[config.mk]
export PLATFORM = sky130hd
export DESIGN_NAME = pipe_int_mul_result_buffer
export DESIGN_NICKNAME = d
export VERILOG_FILES = /design/src/rtl/pipe_int_mul_result_buffer.sv
export SDC_FILE = /design/constraint.sdc
export NUM_CORES = 1
export LEC_CHECK = 0
export ABC_AREA = 1
export BUFFER_PORTS_ARGS = -buffer_cell sky130_fd_sc_hd__buf_2
export CAP_MARGIN = 20
export CORE_UTILIZATION = 35
export CTS_CLUSTER_SIZE = 10
export DETAILED_ROUTE_END_ITERATION = 8
export PLACE_DENSITY_LB_ADDON = 0.2
export REMOVE_ABC_BUFFERS = 1
export SLEW_MARGIN = 20
export SYNTH_ARGS = -nofsm -noshare
export SYNTH_HDL_FRONTEND = slang
export SYNTH_SLANG_ARGS = --single-unit
[constraint.sdc]
create_clock -name clk -period 4.8 [get_ports clk]
set_clock_uncertainty 0.1 [all_clocks]
set_input_delay 0.48 -clock clk [delete_from_list [all_inputs] [get_ports clk]]
set_output_delay 0.48 -clock clk [all_outputs]
set_load 0.02 [all_outputs]
[src/rtl/pipe_int_mul_result_buffer.sv]
// rtl/pipe_int_mul_result_buffer.sv - result FIFO and in-flight tracker behind the pipelined 32x32 multiplier
module pipe_int_mul_result_buffer #(
   parameter int DEPTH = 8,
   parameter int CW    = $clog2(DEPTH) + 1
) (
   input  logic          clk,
   input  logic          reset,
   input  logic          issue,
   input  logic          commit,
   input  logic [63:0]   longP,
   output logic          issue_allow,
   output logic          res_val,
   input  logic          res_rdy,
   output logic [63:0]   res_data,
   output logic [CW-1:0] occupancy,
   output logic [CW-1:0] inflight,
   output logic          overflow,
   output logic          seq_err
);

   localparam int AW = $clog2(DEPTH);
   localparam logic [CW-1:0] FULL_CNT = CW'(DEPTH);

   logic [63:0]   mem [DEPTH];
   logic [AW-1:0] wr_ptr;
   logic [AW-1:0] rd_ptr;
   logic          full;
   logic          pop;
   logic          push;
   logic [CW:0]   pending;

   assign full    = (occupancy == FULL_CNT);
   assign res_val = (occupancy != '0);
   assign pop     = res_val && res_rdy;
   // a pop frees the slot in the same cycle, so a commit while full still lands
   assign push    = commit && (!full || pop);

   // every slot that is stored or promised to an in-flight op counts against DEPTH
   assign pending     = {1'b0, occupancy} + {1'b0, inflight};
   assign issue_allow = (pending < (CW+1)'(DEPTH));

   assign res_data = res_val ? mem[rd_ptr] : 64'd0;

   always_ff @(posedge clk) begin
      if (push) begin
         mem[wr_ptr] <= longP;
      end
   end

   always_ff @(posedge clk) begin
      if (!reset) begin
         wr_ptr    <= '0;
         rd_ptr    <= '0;
         occupancy <= '0;
         inflight  <= '0;
         overflow  <= 1'b0;
         seq_err   <= 1'b0;
      end else begin
         if (push) begin
            wr_ptr <= wr_ptr + AW'(1);
         end
         if (pop) begin
            rd_ptr <= rd_ptr + AW'(1);
         end

         if (push && !pop) begin
            occupancy <= occupancy + CW'(1);
         end else if (pop && !push) begin
            occupancy <= occupancy - CW'(1);
         end

         if (commit && !push) begin
            overflow <= 1'b1;
         end

         // issue and commit together cancel; a commit with nothing outstanding is a sequencing fault
         if (issue && !commit) begin
            if (inflight != FULL_CNT) begin
               inflight <= inflight + CW'(1);
            end
         end else if (commit && !issue) begin
            if (inflight == '0) begin
               seq_err <= 1'b1;
            end else begin
               inflight <= inflight - CW'(1);
            end
         end
      end
   end

endmodule

==> metrics, run 1 <==
status=complete, no violations; Synth Instances=2116; CTS tree=yes; CTS Buf Count=61; number of port buffers=144; P_leak=0.00999 µW; Arr. time, crit path=3.23 ns; switching pwr=4880 µW; DRC=0; Vias=14400; critical path endpoint category=output pin; Hold Path Stages=1; dpl cell area=23900 µm²; FF-to-FF path depth=11; post-synthesis mux area share=0; Pwr Total=13800 µW; Hold WS=0.0508 ns; Adder-Cell Fraction of Synth Area=0.00850; clock-pin slew on the worst setup and hold paths=0.05 ns; Pint=8910 µW; initial DRC count=833; leading cell type in the layout, fill and taps excluded=nor2_1; placed cells=3030; CTS root buf=clkbuf_16; compound-cell area share of the yosys netlist=0.0323; combinational share of power=0.309; crit-path max FO=62; grt ovf=0; die area=64900 µm²; Layout fillers=6117; final cycle utilization of the critical path=0.793; DR WL/cell=17.3 µm; Final GP Congestion=0.759; post-route cell area=25600 µm²; antenna violations before repair=6; # hold bufs at CTS=0; row count=92; insertion delay to the later sink of the worst-skew pair=0.59 ns; Yosys reg bits=531; final setup violation count=0; post-synthesis cell area=22400 µm²; Post-DP HPWL=28800 µm; vias in the first global route=13500; Post-CTS Resized=0; area grow syn2layout=14.4%; clock network fraction of total power=0.293; PD cells=539 nW/µm²; # Post-CTS Setup Buffers=0; r2r setup slk=1.75 ns; switch share=0.354; sequential power share=0.398; Max-Cap Viols=0; most frequent cells in the layout=nor2_1, edfxtp_1, nand2_1; RSZ-0062 raised after global routing=false; Synth cell types=24; Final #Nets=2330; H-tree depth=2; vias per cell=4.60; n_diodes=0; minimum clock period after layout=3.81 ns; CTS Buffer Depth=3; core region area=63100 µm²; Clock Sinks=531; CP Class=reg -> out; Pins Over Slew Limit=0; Pre-antenna DRT Iters=5; Hold Path Class=in -> reg; Layout Cells excl Fill=3122; Critical Path RT=4.22 ns; largest family of logic cells by synthesized area=simple AND/OR/NAND/NOR gates; post-route ant nets=0; Peak VDD IR=0.000250 V; sequential fraction of the synthesis area=0.704; synthesized area per cell=10.6 µm²; Die H=255 µm; final hold violations=0; synth warn=0; GRT Resource Usage Total=0.165; Setup crit start kind=flop; Simple-Gate Fraction of Synth Area=0.200; largest net degree at the start of global routing=157; Initial Util=0.355; Routed WL=53900 µm; Synth Area in XOR/XNOR=0.00196; total negative slack=0 ns; io pins=145; global-route wire length before repair=81400 µm; layout cells sized above 1=0.112; Die W=255 µm; Slew headroom=0.308; actual slew at the worst max-slew pin=1.04 ns; Max Freq=0.263 GHz
## path summary, 6_finish.rpt
| check | from | endpoint |
|---|---|---|
| hold reg to reg | seq_err$_SDFFE_PN0P_ | seq_err$_SDFFE_PN0P_ |
| hold / removal | longP[16] | mem[4][16]$_DFFE_PP_ |
| setup reg to reg | occupancy[0]$_SDFFE_PN0P_ | occupancy[3]$_SDFFE_PN0P_ |
| setup / recovery | flop | res_data[10] |
## flip-flops by register name (all words and copies together), names as in the netlist, named ones only
signal and cells:
inflight 4, rd_ptr 3, wr_ptr 3, mem 512, seq_err 1, occupancy 4, overflow 1
## critical path, stage by stage (launching register included)
cell and delay, ns:
dfxtp_4 0.52, buf_4 0.60, buf_4 0.79, nor2_1 0.11, o21ai_0 0.10, nand2_1 0.07
nor2_1 0.10, nor2_1 0.08, buf_2 0.17
## power by group through the flow
| stage | registers, µW | clock network (µW) | logic [µW] |
|---|---|---|---|
| floorplan | 5810 | 0 | 2800 |
| global placement | 5580 | 0 | 4310 |
| detailed placement | 5590 | 0 | 4350 |
| CTS | 5490 | 4160 | 4360 |
| global route | 5510 | 4320 | 4780 |
| finish | 5490 | 4040 | 4260 |
## through the flow
stage / util / worst slack (ns)
2_1_floorplan: - / -6.21
3_3_place_gp: 0.379 / 1.54
3_5_place_dp: 0.379 / 1.56
4_1_cts: 0.406 / 0.897
5_1_grt: 0.406 / 0.745
6_report: 0.406 / 0.992
## layout make-up
class                           instances  area, µm²  share of cell area
Sequential cell                       531      15800               0.616
Multi-Input combinational cell       1328       5510               0.215
Clock buffer                           89       1660              0.0650
Tap cell                              846       1060              0.0414
Timing Repair Buffer                  174       1010              0.0394
Inverter                              151        572              0.0223
Clock inverter                          3       17.5            0.000684
## per-layer routing
metal / GRT usage / up-vias / part of all wire / routed length, µm
met3: 0.0364 / 78 / 0.050 / 2720
met4: 0.0376 / 12 / 0.017 / 915
met1: 0.228 / 6842 / 0.46 / 25000
met2: 0.265 / 264 / 0.47 / 25200
met5: 0 / - / 0.0014 / 76
li1: - / 7160 / - / -
## kinds of logic after synthesis
kind of cell,Yosys count
xor gates and xnor gates,5
AOI/OAI and AO/OA,144
buffers and inverters,257
DFF,531
adders and majority gates,14
and+or+nand+nor,1165
## Yosys cell counts
library cell,n,area [µm²]
edfxtp_1,512,15400
o21ai_1,25,125
dfxtp_1,19,380
ha_1,12,150
nand3_1,76,380
inv_2,1,3.75
a21oi_1,10,50.1
o21ai_0,108,541
nand2_1,416,1560
clkinv_1,1,3.75
clkbuf_1,23,86.3
inv_1,149,559
xnor2_1,1,8.76
clkbuf_2,2,10.0
buf_4,17,128
fa_1,2,40.0
or2_2,2,12.5
buf_1,3,11.3
nor2_1,670,2510
a21boi_0,1,7.51
buf_6,12,135
nor4_1,1,6.26
xor2_1,4,35.0
buf_2,49,245
Note: power is estimated with default switching activity, not from simulation.
==> run 2, diff against run 1 <==
--- a/config.mk
+++ b/config.mk
@@ -5,7 +5,7 @@
 export SDC_FILE = /design/constraint.sdc
 export NUM_CORES = 1
 export LEC_CHECK = 0
-export ABC_AREA = 1
+export ABC_AREA = 0
 export BUFFER_PORTS_ARGS = -buffer_cell sky130_fd_sc_hd__buf_2
 export CAP_MARGIN = 20
 export CORE_UTILIZATION = 35
==> constraint.sdc (replaced) <==
create_clock -name clk -period 3.29 [get_ports clk]
set_clock_uncertainty 0.1 [all_clocks]
set_input_delay 0.329 -clock clk [delete_from_list [all_inputs] [get_ports clk]]
set_output_delay 0.329 -clock clk [all_outputs]
set_load 0.02 [all_outputs]
==> metrics, run 2 <==
synthesized area per cell=22.0 µm² (was 10.6 µm²); total negative slack=0 ns (unchanged); CTS root buf=clkbuf_16 (unchanged); final setup violation count=0 (unchanged); DR WL/cell=22.0 µm (was 17.3 µm); Setup crit start kind=flop (unchanged); status=complete, no violations (unchanged); Storage cell area=15800 µm² (unchanged); dpl ws=0.722 ns (was 1.56 ns); DRC=0 (unchanged); Post-DP HPWL=22800 µm (was 28800 µm); vias in the first global route=10600 (was 13500); final hold violations=0 (unchanged); die area=59400 µm² (was 64900 µm²); Max-Cap Viols=0 (unchanged); Synth cell types=32 (was 24); insertion delay to the later sink of the worst-skew pair=0.60 ns (was 0.59 ns); largest net degree at the start of global routing=65 (was 157); leading cell type in the layout, fill and taps excluded=edfxtp_1 (was nor2_1); Synth area leader=edfxtp_1 (unchanged); CTS Buf Count=60 (was 61); Final GP Congestion=0.706 (was 0.759); Pre-antenna DRT Iters=5 (unchanged); Layout fillers=5095 (was 6117); Peak VDD IR=0.000435 V (was 0.000250 V); grt ovf=0 (unchanged); Routed WL=43500 µm (was 53900 µm); initial DRC count=616 (was 833); switch share=0.285 (was 0.354); actual slew at the worst max-slew pin=0.797 ns (was 1.04 ns); io pins=145 (unchanged); r2r setup slk=0.71 ns (was 1.75 ns); Vias=9659 (was 14400); Pins Over Slew Limit=0 (unchanged); biggest regs=mem: 512 flops, inflight: 4 flops, occupancy: 4 flops (unchanged); most frequent cells in the layout=edfxtp_1, buf_2, mux4_2 (was nor2_1, edfxtp_1, nand2_1); crit-path max FO=43 (was 62); RSZ-0062 raised after global routing=false (unchanged); combinational share of power=0.258 (was 0.309); most common cell in the netlist=edfxtp_1 (was nor2_1); Area contributors post-synth=edfxtp_1, mux4_2, mux2i_1 (was edfxtp_1, nor2_1, nand2_1); Die W=244 µm (was 255 µm); Post-synth EDFFs=512 (unchanged); PnR worst setup slack=0.280 ns (was 0.992 ns); GRT Resource Usage Total=0.150 (was 0.165); Hold Path Class=in -> reg (unchanged); # Post-CTS Setup Buffers=0 (unchanged); area of the multi-input gates=4470 µm² (was 5510 µm²); dpl cell area=22300 µm² (was 23900 µm²); top cell type's share of synthesized area=0.752 (was 0.687); CTS Buffer Depth=3 (unchanged); vias per cell=4.90 (was 4.60); post-synthesis cell area=20400 µm² (was 22400 µm²); P_leak=0.00792 µW (was 0.00999 µW); Synth Flop Type=edfxtp_1 (unchanged); Critical Path RT=2.86 ns (was 4.22 ns); Pint=13300 µW (was 8910 µW); PD cells=754 nW/µm² (was 539 nW/µm²); Biggest register=mem (unchanged); Slew headroom=0.469 (was 0.308); area grow syn2layout=20.5% (was 14.4%); post-route cell area=24600 µm² (was 25600 µm²); final cycle utilization of the critical path=0.915; Initial Util=0.354 (was 0.355); CP Class=reg -> out (unchanged); number of port buffers=144 (unchanged); FFs w/ async S/R, synth=0 (unchanged); antenna violations before repair=3 (was 6); Synth Instances=931 (was 2116); sequential fraction of the synthesis area=0.771 (was 0.704); clock-pin slew on the worst setup and hold paths=0.05 ns (about the same); Max Freq=0.332 GHz; H-tree depth=2 (unchanged); max reg flops=512 (unchanged); Die H=244 µm (was 255 µm); post-route ant nets=0 (unchanged); sequential power share=0.427 (was 0.398); synth warn=0 (unchanged); layout cells sized above 1=0.313 (was 0.112); Layout Cells excl Fill=1971 (was 3122); placed cells=1822 (was 3030); global-route wire length before repair=66100 µm (was 81400 µm); Clock Sinks=531 (unchanged); switching pwr=5290 µW (was 4880 µW); Yosys reg bits=531 (unchanged); Arr. time, crit path=2.58 ns (was 3.23 ns); CTS tree=yes (unchanged); Final #Nets=1268 (was 2330); top cells by count, synth=edfxtp_1, mux4_2, nor2_1 (was nor2_1, edfxtp_1, nand2_1); clock network fraction of total power=0.315 (was 0.293); row count=88 (was 92); critical path endpoint category=output pin (unchanged); minimum clock period after layout=3.01 ns; core region area=57700 µm² (was 63100 µm²)
==> run 2: metal layers <==
| metal | track usage | part of all wire |
|---|---|---|
| met1 | 0.208 | 0.46 |
| met2 | 0.243 | 0.48 |
| met3 | 0.0313 | 0.040 |
| met4 | 0.0346 | 0.015 |
| met5 | 0 | 0.00062 |
==> run 2: through the flow <==
stage / total power [µW] / hold slack [ns] / util
after floorplan: 11200 / 0.328 / -
after global placement: 12900 / 0.348 / 0.386
after global routing: 19500 / 0.0673 / 0.427
final: 18600 / 0.0769 / 0.427
after CTS: 18900 / 0.0311 / 0.427
after detailed placement: 12900 / 0.354 / 0.386
==> run 2: cells by family (layout without fill, tap and decap cells) <==
logic type,Yosys count,in the layout,synth area share
other cells,0,1,0
flops,531,531,0.771
fa+ha+maj,14,14,0.00931
xor+xnor,8,8,0.00343
buf+inv,51,325,0.0135
compound gates,19,19,0.00612
simple gates,113,113,0.0228
mux,195,195,0.174
==> run 2: path summary, 6_finish.rpt <==
kind / cells past startpoint / startpoint / to
max reg2reg: 9 / occupancy[0]$_SDFFE_PN0P_ / occupancy[3]$_SDFFE_PN0P_
max: 5 / flop / res_data[1]
min reg2reg: 1 / overflow$_SDFFE_PN0P_ / overflow$_SDFFE_PN0P_
min: 4 / commit / wr_ptr[2]$_SDFFE_PN0P_
==> run 2: layout make-up <==
type	count	area share
clock inverters	5	0.00239
diodes	1	0.000102
inverters	7	0.00107
well taps	765	0.0389
repair buffers	236	0.0706
clock buffers	77	0.0653
multi-input cells	349	0.181
flip-flops and latches	531	0.640
==> run 2: worst max-delay path, cell delays in order (launching register included) <==
cell and delay [ns]:
dfxtp_4 0.63, buf_12 0.34, mux4_2 0.34, mux2i_1 0.38, nor2_1 0.08, buf_2 0.19
==> run 2: power by group through the flow <==
stage	Sequential [µW]	Combinational, µW	Clock, µW
after floorplan	8380	2800	0
after global placement	8050	4860	0
after detailed placement	8060	4880	0
after CTS	7930	4950	6040
after global routing	7960	5250	6280
final	7920	4790	5850
==> run 2: timing repair <==
action | 4_1_cts | 5_1_grt
endpoints found under the hold margin | 517 | 0
hold buffers | 66 | 0
resized for setup | 0 | 0
